**src/rtl/z16_pkg.sv**
```systemverilog
// Shared Z16 definitions: fetch state encoding, datapath widths and fetch constants.
package z16_pkg;

    localparam int Z16_INSTR_W = 16;
    localparam int Z16_ADDR_W  = 16;

    localparam logic [Z16_ADDR_W-1:0]  Z16_PC_STEP   = 16'd2;
    localparam logic [Z16_INSTR_W-1:0] Z16_HALT_WORD = 16'h0000;

    typedef enum logic [1:0] {
        ST_IDLE = 2'd0,
        ST_RUN  = 2'd1,
        ST_HALT = 2'd2
    } z16_state_e;

    // Instructions are halfword aligned, so bit 0 of any target is dropped.
    function automatic logic [Z16_ADDR_W-1:0] z16_align(input logic [Z16_ADDR_W-1:0] addr);
        return {addr[Z16_ADDR_W-1:1], 1'b0};
    endfunction

endpackage

```
**src/rtl/z16_if_id_reg.sv**
```systemverilog
// IF/ID pipeline register: valid bit plus the fetched instruction and its PC.
module z16_if_id_reg
    import z16_pkg::*;
(
    input  logic                   i_clk,
    input  logic                   i_rst_n,
    input  logic                   i_capture,
    input  logic                   i_flush,
    input  logic [Z16_INSTR_W-1:0] i_instr,
    input  logic [Z16_ADDR_W-1:0]  i_pc,
    output logic                   o_valid,
    output logic [Z16_INSTR_W-1:0] o_instr,
    output logic [Z16_ADDR_W-1:0]  o_pc
);

    // Flush clears only the valid bit; capture loads a new word and sets valid;
    // with neither asserted everything holds, which is how a stall is presented.
    logic                   valid_d, valid_q;
    logic [Z16_INSTR_W-1:0] instr_d, instr_q;
    logic [Z16_ADDR_W-1:0]  pc_d,    pc_q;

    always_comb begin
        valid_d = valid_q;
        instr_d = instr_q;
        pc_d    = pc_q;
        if (i_flush) begin
            valid_d = 1'b0;
        end else if (i_capture) begin
            valid_d = 1'b1;
            instr_d = i_instr;
            pc_d    = i_pc;
        end
    end

    always_ff @(posedge i_clk or negedge i_rst_n) begin
        if (!i_rst_n) begin
            valid_q <= 1'b0;
            instr_q <= '0;
            pc_q    <= '0;
        end else begin
            valid_q <= valid_d;
            instr_q <= instr_d;
            pc_q    <= pc_d;
        end
    end

    assign o_valid = valid_q;
    assign o_instr = instr_q;
    assign o_pc    = pc_q;

endmodule

```
**src/rtl/z16_fetch_unit.sv**
```systemverilog
// Z16 fetch stage: owns the PC and fetch FSM, feeds the IF/ID register.
// Optional halt-on-zero-word behaviour is enabled by defining Z16_FETCH_HALT_EN.
module z16_fetch_unit
    import z16_pkg::*;
#(
    parameter logic [Z16_ADDR_W-1:0] RESET_PC = 16'h0000
) (
    input  logic                   i_clk,
    input  logic                   i_rst_n,
    output logic [Z16_ADDR_W-1:0]  o_imem_addr,
    input  logic [Z16_INSTR_W-1:0] i_imem_instr,
    input  logic                   i_stall,
    input  logic                   i_redirect,
    input  logic [Z16_ADDR_W-1:0]  i_redirect_addr,
    output logic                   o_valid,
    output logic [Z16_INSTR_W-1:0] o_instr,
    output logic [Z16_ADDR_W-1:0]  o_pc,
    output logic                   o_halted,
    output logic [1:0]             o_dbg_state
);

    z16_state_e            state_d, state_q;
    logic [Z16_ADDR_W-1:0] pc_d, pc_q;
    logic                  capture;
    logic                  flush;
`ifdef Z16_FETCH_HALT_EN
    logic                  halted_d, halted_q;
`endif

    // Priority per edge: redirect, then stall, then the per-state action.
    always_comb begin
        state_d = state_q;
        pc_d    = pc_q;
        capture = 1'b0;
        flush   = 1'b0;
`ifdef Z16_FETCH_HALT_EN
        halted_d = halted_q;
`endif
        if (i_redirect) begin
            pc_d    = z16_align(i_redirect_addr);
            state_d = ST_RUN;
            flush   = 1'b1;
`ifdef Z16_FETCH_HALT_EN
            halted_d = 1'b0;
`endif
        end else if (!i_stall) begin
            case (state_q)
                ST_IDLE: state_d = ST_RUN;
                ST_RUN: begin
`ifdef Z16_FETCH_HALT_EN
                    if (i_imem_instr == Z16_HALT_WORD) begin
                        // PC stays on the zero word so a debugger sees where fetch stopped.
                        state_d  = ST_HALT;
                        flush    = 1'b1;
                        halted_d = 1'b1;
                    end else begin
                        capture = 1'b1;
                        pc_d    = pc_q + Z16_PC_STEP;
                    end
`else
                    capture = 1'b1;
                    pc_d    = pc_q + Z16_PC_STEP;
`endif
                end
                ST_HALT: state_d = ST_HALT;
                default: state_d = ST_IDLE;
            endcase
        end
    end

    always_ff @(posedge i_clk or negedge i_rst_n) begin
        if (!i_rst_n) begin
            state_q <= ST_IDLE;
            pc_q    <= RESET_PC;
        end else begin
            state_q <= state_d;
            pc_q    <= pc_d;
        end
    end

`ifdef Z16_FETCH_HALT_EN
    always_ff @(posedge i_clk or negedge i_rst_n) begin
        if (!i_rst_n) begin
            halted_q <= 1'b0;
        end else begin
            halted_q <= halted_d;
        end
    end
    assign o_halted = halted_q;
`else
    assign o_halted = 1'b0;
`endif

    z16_if_id_reg u_if_id (
        .i_clk     (i_clk),
        .i_rst_n   (i_rst_n),
        .i_capture (capture),
        .i_flush   (flush),
        .i_instr   (i_imem_instr),
        .i_pc      (pc_q),
        .o_valid   (o_valid),
        .o_instr   (o_instr),
        .o_pc      (o_pc)
    );

    assign o_imem_addr = pc_q;
    assign o_dbg_state = state_q;

endmodule
```
**config.mk**
```make
export PLATFORM = sky130hd
export DESIGN_NAME = z16_fetch_unit
export DESIGN_NICKNAME = d
export VERILOG_FILES = /design/src/rtl/z16_pkg.sv /design/src/rtl/z16_if_id_reg.sv /design/src/rtl/z16_fetch_unit.sv
export SDC_FILE = /design/constraint.sdc
export NUM_CORES = 1
export LEC_CHECK = 0
export CORE_ASPECT_RATIO = 0.9
export CORE_MARGIN = 2
export CORE_UTILIZATION = 25
export DETAILED_ROUTE_END_ITERATION = 12
export GPL_ROUTABILITY_DRIVEN = 0
export GPL_TIMING_DRIVEN = 1
export SYNTH_ARGS = -nofsm -noshare
export SYNTH_HDL_FRONTEND = slang
export SYNTH_SLANG_ARGS = --single-unit
```
**constraint.sdc**
```tcl
create_clock -name i_clk -period 2.2 [get_ports i_clk]
set_input_delay 0.44 -clock i_clk [delete_from_list [all_inputs] [get_ports i_clk]]
set_output_delay 0.44 -clock i_clk [all_outputs]
set_load 0.02 [all_outputs]
```
==> run_results.csv, run 1 <==
group,metric,value,unit
synth,ys_ff_latch,49,
synth,synth_flop_cell,"dfrtp_1",
final_layout,final_core_util,0.388,
clock_network,cts_tree,"done",
power_and_ir_drop,p_leak,1.30,nW
critical_path,cp.required,1.76,ns
global_route,grt_pass1_wl,8.27,mm
run,maxCapViolCount,0,
die,die_x,102,um
die,initial_core_util,0.254,
synth,yosys.area.top_type,"dfrtp_1",
die,die_area,9370,sq um
sta,timing.fmax,0.524,GHz
synth,syn_inst,175,
clock_network,clkSlewWorstSetupHoldPaths,0.10,ns
synth,synth_async_sr_flop_share,1.00,
sta,relSlewSlack,0.630,
status,run_status,"finished, final reports clean",
critical_path,path_cells,"clkdlybuf4s50_1",
place,place_ws,0.00731,ns
global_route,grt_use_met3,0.0366,
die,fp.coreArea,8490,sq um
critical_path,arrival,1.47,ns
final_layout,nets,302,
synth,synth-compound-area-share,0.0413,
power_and_ir_drop,p_sw,0.761,mW
route,post_drt_wl_per_cell,13.0,um
clock_network,postCtsResizedCells,0,
critical_path,crit_buf_inv,1,
clock_network,clock_sinks,49,
critical_path,crit_path_top_delay_cell,"clkdlybuf4s50_1",
global_route,grt_usage,0.112,
critical_path,crit_cells,1,
route,drtAntennaViolNets,0,
synth,syn_avg_cell_area,12.3,sq um
synth,synth_simple_gate_area_frac,0.128,
power_and_ir_drop,p_per_area,814,nW/um^2
synth,synth_cell_types,30,
clock_network,post-cts-setup-buffer-count,0,
synth,syn-cell-area,2150,sq um
final_layout,final_cell_mix,"82 x clkdlybuf4s50_1, 49 x dfrtp_1, 29 x mux2_2",
sta,hold_viol_final,0,
sta,period_minus_slack,1.91,ns
critical_path,worst_setup_path_start_kind,"flip-flop",
sta,rsz0062_at_grt,"false",
sta,setup_tns,0,ns
critical_path,critPathMaxFanout,7,
sta,finalCritPeriodShare,0.867,
global_route,first_global_vias,1615,
synth,yosysSeqAreaShare,0.569,
route,drtIter0Drc,30,
hold_path,hp-class,"in -> async",
place,port_buffers,83,
final_layout,diodes,0,
clock_network,root_buffer,"clkbuf_8",
synth,synthAdderAreaFrac,0.00581,
critical_path,endpoint,"o_imem_addr[6]",
power_and_ir_drop,combPwrFrac,0.291,
synth,synth_xor_area_frac,0.0488,
clock_network,clock_path_buffers,2,
final_layout,drive_above_1_share,0.192,
synth,ys_warn_count,0,
critical_path,startpoint,"o_imem_addr[6]",
critical_path,rrSetupSlack,0.47,ns
synth,synth_edf_count,0,
synth,muxShareOfSynthArea,0.171,
die,dieHeight,92.0,um
power_and_ir_drop,p_int,1.92,mW
critical_path,reg2reg_depth,4,
die,num_rows,32,
place,hpwlAfterDp,3.72,mm
route,dr.pass1.iters,4,
final_layout,area_delta_synth_final,52.8,%
sta,tightest_slew,0.555,ns
power_and_ir_drop,p_seq_frac,0.426,
global_route,grt_start_max_net_pins,36,
synth,synth_top_family_by_area,"multiplexers",
power_and_ir_drop,swShare,0.284,
global_route,use_met2,0.169,
place,dpl.cell_count,377,
sta,holdWs,0.116,ns
power_and_ir_drop,p_clk_frac,0.283,
die,ios,88,
final_layout,layout_commonest_cell,"clkdlybuf4s50_1",
route,wl,4.99,mm
critical_path,slowest_delay,0.67,ns
sta,setup_violations,0,
critical_path,r2r-start,"o_dbg_state[1]",
critical_path,endpoint_kind,"primary output",
synth,synth_top_area_frac,0.569,
sta,slew_violations,0,
critical_path,worst_r2r_endpoint,"u_if_id.o_instr[7]",
synth,synth_area_leaders,"dfrtp_1 57%, mux2_2 15%, xnor2_1 3.7%",
route,via_count,1626,
global_route,antenna_found_initial,0,
global_route,grt-ovfl-total,0,
clock_network,hold_buffers,0,
clock_network,cts_buffers,5,
sta,timing.final.ws_setup,0.292,ns
critical_path,critPathTopFamily,"buffers and inverters",
global_route,top_usage_layer,"met2",
clock_network,cts-htree-levels,2,
route,routed_via_density,4.22,
global_route,use_met1,0.159,
route,post-route-drc-count,0,
clock_network,clk_latency,0.30,ns
power_and_ir_drop,peakVddDrop,0.381,mV
final_layout,final_cells,385,
sta,clock_skew,0.00832,ns
critical_path,critPathKind,"reg -> out",
how the worst min path moves through the flow:
stage / cells after the start / slack, ns / to / startpoint
floorplan: 0 / 0.14 / o_dbg_state[0] / i_rst_n
global placement: 1 / 0.47 / u_if_id.o_pc[11] / i_rst_n
detailed placement: 1 / 0.47 / u_if_id.o_pc[11] / i_rst_n
CTS: 1 / 0.14 / u_if_id.o_pc[11] / i_rst_n
global route: 1 / 0.15 / u_if_id.o_pc[11] / i_rst_n
finish: 1 / 0.12 / u_if_id.o_pc[11] / i_rst_n
per-stage QoR:
stage	area, sq um	power [mW]
floorplan	2160	1.52
global placement	3160	1.94
detailed placement	3160	1.95
CTS	3290	2.73
global route	3290	2.82
finish	3290	2.68
logic make-up (layout without fill, tap and decap cells):
kind of cell             Yosys count  after routing
XOR/XNOR                          12             12
buffers and inverters             13            102
flip-flops                        49             49
AO/OA/AOI/OAI                     16             16
multiplexers                      33             33
AND/OR/NAND/NOR                   50             50
adder cells (fa/ha/maj)            1              1
other                              1              3
metal layers:
| metal | vias to the layer above | wire length [um] | share of wire |
|---|---|---|---|
| met3 | 2 | 373 | 0.075 |
| met2 | 57 | 2270 | 0.45 |
| met5 | - | 0 | 0 |
| met4 | 0 | 15 | 0.0030 |
| li1 | 785 | - | - |
| met1 | 782 | 2330 | 0.47 |
power groups by stage:
stage	clock (mW)	sequential (mW)	combinational (mW)
after floorplan	0	1.33	0.199
after detailed placement	0	1.16	0.789
final	0.757	1.14	0.780
after global routing	0.822	1.17	0.835
after global placement	0	1.16	0.783
after CTS	0.789	1.14	0.792
area by class of cell:
type | instances | area, sq um
Fill cell | 874 | 5200
Clock inverter | 3 | 65.1
Multi-Input combinational cell | 115 | 867
Sequential cell | 49 | 1230
Timing Repair Buffer | 92 | 906
Clock buffer | 5 | 68.8
Inverter | 2 | 7.51
Tap cell | 119 | 149
Yosys cell counts, types with 2 or more instances:
library cell	n
o21ai_0	11
mux2_1	2
nor3_1	4
xor2_1	3
nor2b_1	2
nand2_1	18
mux2_2	29
clkbuf_1	3
nor4_1	4
nor3b_1	2
inv_1	2
o21ai_1	3
nor4_2	2
xnor2_1	9
buf_4	6
nand4_1	6
dfrtp_1	49
nor2_1	5
nand3_1	3
mux2i_1	2
flip-flops by register name (all words and copies together), names as in the netlist:
register and count:
u_if_id.o_valid 1, u_if_id.o_pc 15, u_if_id.o_instr 16, o_dbg_state 2, o_imem_addr 15
No activity file was read; power rests on OpenSTA's default activity.
==> run 2: changes to the inputs <==
--- a/config.mk
+++ b/config.mk
@@ -11,6 +11,7 @@
 export DETAILED_ROUTE_END_ITERATION = 12
 export GPL_ROUTABILITY_DRIVEN = 0
 export GPL_TIMING_DRIVEN = 1
+export RECOVER_POWER = 25
 export SYNTH_ARGS = -nofsm -noshare
 export SYNTH_HDL_FRONTEND = slang
 export SYNTH_SLANG_ARGS = --single-unit
==> run 2 against run 1 <==
Against the previous run:
- sequential cell count is the same
- non-clock buffer count unchanged
- register-to-register slack hardly changed
- critical endpoint unchanged
- largest power group unchanged
==> run_results.csv, run 2 (synthesis results as in run 1) <==
group,metric,value,unit
die,dieHeight,92.0,um
final_layout,area_delta_synth_final,52.7,%
clock_network,hold_buffers,0,
clock_network,cts_buffers,5,
sta,relSlewSlack,0.113,
hold_path,hp-class,"in -> async",
critical_path,critPathTopFamily,"buffers and inverters",
final_layout,final_cells,385,
final_layout,largest_reg_flops,16,
route,post_drt_wl_per_cell,13.0,um
critical_path,cp.required,1.76,ns
route,via_count,1626,
clock_network,clock_sinks,49,
critical_path,critPathMaxFanout,7,
critical_path,critPathKind,"reg -> out",
place,port_buffers,83,
global_route,top_usage_layer,"met2",
global_route,grt_usage,0.112,
sta,setup_violations,0,
status,run_status,"finished, final reports clean",
clock_network,cts_tree,"done",
sta,rsz0062_at_grt,"false",
clock_network,clock_path_buffers,2,
clock_network,cts-htree-levels,2,
power_and_ir_drop,total_power,2.68,mW
critical_path,path_cells,"clkdlybuf4s50_1",
die,num_rows,32,
sta,timing.fmax,0.524,GHz
sta,setup_tns,0,ns
critical_path,endpoint_kind,"primary output",
critical_path,crit_buf_inv,1,
global_route,grt_start_max_net_pins,36,
final_layout,drive_above_1_share,0.188,
final_layout,final_cell_mix,"82 x clkdlybuf4s50_1, 49 x dfrtp_1, 29 x mux2_2",
sta,finalCritPeriodShare,0.867,
final_layout,final_core_util,0.387,
die,ios,88,
route,routed_via_density,4.22,
clock_network,postCtsResizedCells,0,
global_route,first_global_vias,1615,
final_layout,diodes,0,
sta,hold_viol_final,0,
place,place_ws,0.00731,ns
global_route,antenna_found_initial,0,
global_route,use_met2,0.169,
critical_path,startpoint,"o_imem_addr[6]",
sta,clock_skew,0.00832,ns
power_and_ir_drop,p_per_area,814,nW/um^2
die,fp.coreArea,8490,sq um
sta,timing.final.ws_setup,0.292,ns
critical_path,r2r-start,"o_dbg_state[1]",
sta,slew_violations,0,
sta,period_minus_slack,1.91,ns
route,dr.pass1.iters,4,
clock_network,clk_latency,0.30,ns
route,drtAntennaViolNets,0,
power_and_ir_drop,peakVddDrop,0.381,mV
final_layout,nets,302,
die,die_area,9370,sq um
final_layout,layout_commonest_cell,"clkdlybuf4s50_1",
route,wl,4.99,mm
critical_path,worst_setup_path_start_kind,"flip-flop",
route,post-route-drc-count,0,
run,maxCapViolCount,0,
critical_path,slowest_delay,0.67,ns
critical_path,arrival,1.47,ns
place,dpl.cell_count,377,
place,hpwlAfterDp,3.72,mm
critical_path,crit_path_top_delay_cell,"clkdlybuf4s50_1",
sta,tightest_slew,1.33,ns
die,initial_core_util,0.254,
clock_network,clkSlewWorstSetupHoldPaths,0.10,ns
global_route,grt_pass1_wl,8.27,mm
final_layout,fillers,875,
clock_network,root_buffer,"clkbuf_8",
clock_network,post-cts-setup-buffer-count,0,
global_route,grt-ovfl-total,0,
route,drtIter0Drc,30,
die,die_x,102,um
global_route,grt_use_met3,0.0366,
power_and_ir_drop,p_leak,1.29,nW
global_route,use_met1,0.159,
[run 2: cell types whose count changed in the layout (fill, tap and decap cells not counted)]
cell / previous run / this run
buf_2: 1 / 0
clkbuf_1: 0 / 1
[run 2: path summary, 6_finish.rpt]
| kind | end | slack (ns) | depth (start not counted) |
|---|---|---|---|
| worst max-delay path | o_imem_addr[6] | 0.29 | 1 |
| worst min-delay path | u_if_id.o_pc[11] | 0.41 | 1 |
| worst max register to register | u_if_id.o_instr[7] | 0.47 | 4 |
| worst min register to register | u_if_id.o_instr[11] | 0.50 | 1 |
| max in group asynchronous | u_if_id.o_instr[13] | 0.99 | 1 |
| min in group i_clk | u_if_id.o_instr[11] | 0.50 | 1 |
[run 2: metal layers]
metal | wire length (um) | share of wire
met5 | 0 | 0
met2 | 2270 | 0.45
met3 | 372 | 0.075
met1 | 2330 | 0.47
met4 | 15 | 0.0030
[run 2: final cells by class]
cell class | count | area (sq um) | share of cell area
Sequential cell | 49 | 1230 | 0.373
Timing Repair Buffer | 92 | 905 | 0.275
Multi-Input combinational cell | 115 | 867 | 0.264
Tap cell | 119 | 149 | 0.0453
Clock buffer | 5 | 68.8 | 0.0209
Clock inverter | 3 | 65.1 | 0.0198
Inverter | 2 | 7.51 | 0.00228
[run 2: through the flow]
stage	area, sq um	hold WS [ns]
3_5_place_dp	3160	0.475
5_1_grt	3290	0.518
6_report	3290	0.413
4_1_cts	3290	0.139
3_3_place_gp	3160	0.468
2_1_floorplan	2160	0.144
[run 2: power by group]
part | total [mW] | switching [mW] | internal [mW]
Combinational | 0.780 | 0.355 | 0.425
Clock | 0.757 | 0.305 | 0.452
Sequential | 1.14 | 0.100 | 1.04
==> run 3: changes to the inputs <==
--- a/config.mk
+++ b/config.mk
@@ -10,7 +10,7 @@
 export CORE_UTILIZATION = 25
 export DETAILED_ROUTE_END_ITERATION = 12
 export GPL_ROUTABILITY_DRIVEN = 0
-export GPL_TIMING_DRIVEN = 1
+export GPL_TIMING_DRIVEN = 0
 export RECOVER_POWER = 25
 export SYNTH_ARGS = -nofsm -noshare
 export SYNTH_HDL_FRONTEND = slang
==> run 3 against run 2 <==
Against the previous run:
- sequential power hardly changed
- register-to-register slack got worse by 0.17 ns
- worst hold slack got worse by 0.11 ns
- design area fell by 2.6%
- first-iteration DRC count up 17%
- non-clock buffer count grew 2
- highest routed layer unchanged
- clock power down 34%
- global-route usage up 0.29 points
==> run_results.csv, run 3 (synthesis results as in run 1) <==
group,metric,value,unit
die,ios,88,
sta,holdWs,0.306,ns
critical_path,critPathKind,"in -> reg",
route,drtIter0Drc,35,
sta,rsz0062_at_grt,"true",
die,fp.coreArea,8490,sq um
clock_network,clk_latency,0.29,ns
clock_network,postCtsResizedCells,0,
die,num_rows,32,
clock_network,root_buffer,"clkbuf_8",
final_layout,drive_above_1_share,0.177,
route,post_drt_wl_per_cell,13.6,um
critical_path,cp.required,2.38,ns
critical_path,critPathMaxFanout,10,
final_layout,area_delta_synth_final,48.8,%
sta,period_minus_slack,2.11,ns
final_layout,fillers,863,
sta,clock_skew,0.00710,ns
final_layout,final_cell_mix,"81 x clkdlybuf4s50_1, 49 x dfrtp_1, 29 x mux2_2",
sta,hold_viol_final,0,
place,port_buffers,82,
place,hpwlAfterDp,3.82,mm
clock_network,clock_path_buffers,2,
global_route,grt_start_max_net_pins,31,
route,via_count,1655,
clock_network,clkSlewWorstSetupHoldPaths,0.09,ns
clock_network,hold_buffers,0,
sta,tightest_slew,1.06,ns
die,initial_core_util,0.254,
sta,setup_violations,0,
die,die_area,9370,sq um
die,dieHeight,92.0,um
die,die_x,102,um
global_route,grt-ovfl-total,0,
power_and_ir_drop,peakVddDrop,0.309,mV
place,place_ws,-0.243,ns
critical_path,endpoint_kind,"flip-flop",
route,routed_via_density,4.30,
global_route,first_global_vias,1596,
power_and_ir_drop,p_leak,1.26,nW
global_route,grt_usage,0.115,
global_route,grt_pass1_wl,8.35,mm
hold_path,hp-class,"in -> async",
clock_network,clock_sinks,49,
power_and_ir_drop,p_per_area,754,nW/um^2
final_layout,layout_commonest_cell,"clkdlybuf4s50_1",
final_layout,nets,304,
route,dr.pass1.iters,5,
critical_path,worst_setup_path_start_kind,"input pin",
final_layout,largest_reg_flops,16,
sta,timing.final.ws_setup,0.0924,ns
clock_network,cts_buffers,5,
sta,relSlewSlack,0.291,
sta,slew_violations,0,
critical_path,arrival,2.29,ns
sta,timing.fmax,0.474,GHz
clock_network,cts-htree-levels,2,
route,wl,5.24,mm
final_layout,diodes,0,
clock_network,post-cts-setup-buffer-count,0,
route,drtAntennaViolNets,0,
global_route,antenna_found_initial,0,
route,post-route-drc-count,0,
run,maxCapViolCount,0,
sta,finalCritPeriodShare,0.958,
clock_network,cts_tree,"done",
sta,setup_tns,0,ns
status,run_status,"finished, final reports clean",
final_layout,final_core_util,0.377,
## run 3: changes by cell type in the layout (fill, tap and decap cells not counted)
cell and change:
buf_1 +1, buf_12 -1, buf_2 +1, buf_4 -2
bufinv_16 -2, clkbuf_1 +3, clkbuf_2 +1, clkdlybuf4s50_1 -1
nor2_2 +1, nor2_4 -1
## run 3: worst paths after layout
kind	start	end	slack, ns	depth (start not counted)
worst max-delay path	i_stall	u_if_id.o_pc[8]	0.09	6
worst min-delay path	i_rst_n	u_if_id.o_pc[11]	0.31	1
worst max register to register	o_dbg_state[1]	u_if_id.o_pc[8]	0.30	5
worst min register to register	u_if_id.o_instr[11]	u_if_id.o_instr[11]	0.49	1
max in group asynchronous	i_rst_n	u_if_id.o_pc[6]	0.53	2
min in group i_clk	u_if_id.o_instr[11]	u_if_id.o_instr[11]	0.49	1
## run 3: area by class of cell
class                           count  area, sq um  area share
Inverter                            2         7.51     0.00234
Sequential cell                    49         1230       0.383
Buffer                             11         65.1      0.0203
Tap cell                          119          149      0.0465
Timing Repair Buffer               83          820       0.256
Clock buffer                        5         68.8      0.0215
Clock inverter                      1         5.00     0.00156
Multi-Input combinational cell    115          862       0.269
## run 3: worst max-delay path: stages
cell and delay [ns]:
clkdlybuf4s50_1 0.50, or3b_1 0.37, buf_2 0.17, nor2_2 0.18, buf_4 0.25, mux2_2 0.35
## run 3: metal layers
metal	wire length, um	GRT usage	up-vias
li1	-	-	786
met3	375	0.0366	2
met1	2450	0.164	808
met5	0	0	-
met4	13	0.0200	0
met2	2410	0.172	59
## run 3: metrics by stage
stage | instance area, sq um | instances | power, mW
2_1_floorplan | 2160 | 177 | 1.52
3_3_place_gp | 3130 | 378 | 1.93
3_5_place_dp | 3150 | 379 | 1.95
4_1_cts | 3220 | 385 | 2.47
5_1_grt | 3200 | 385 | 2.56
6_report | 3200 | 385 | 2.42
## run 3: power by group
part	leakage [nW]	switching, mW	total, mW	internal [mW]
Clock	0.0399	0.291	0.501	0.210
Sequential	0.587	0.102	1.14	1.04
Combinational	0.631	0.354	0.773	0.418
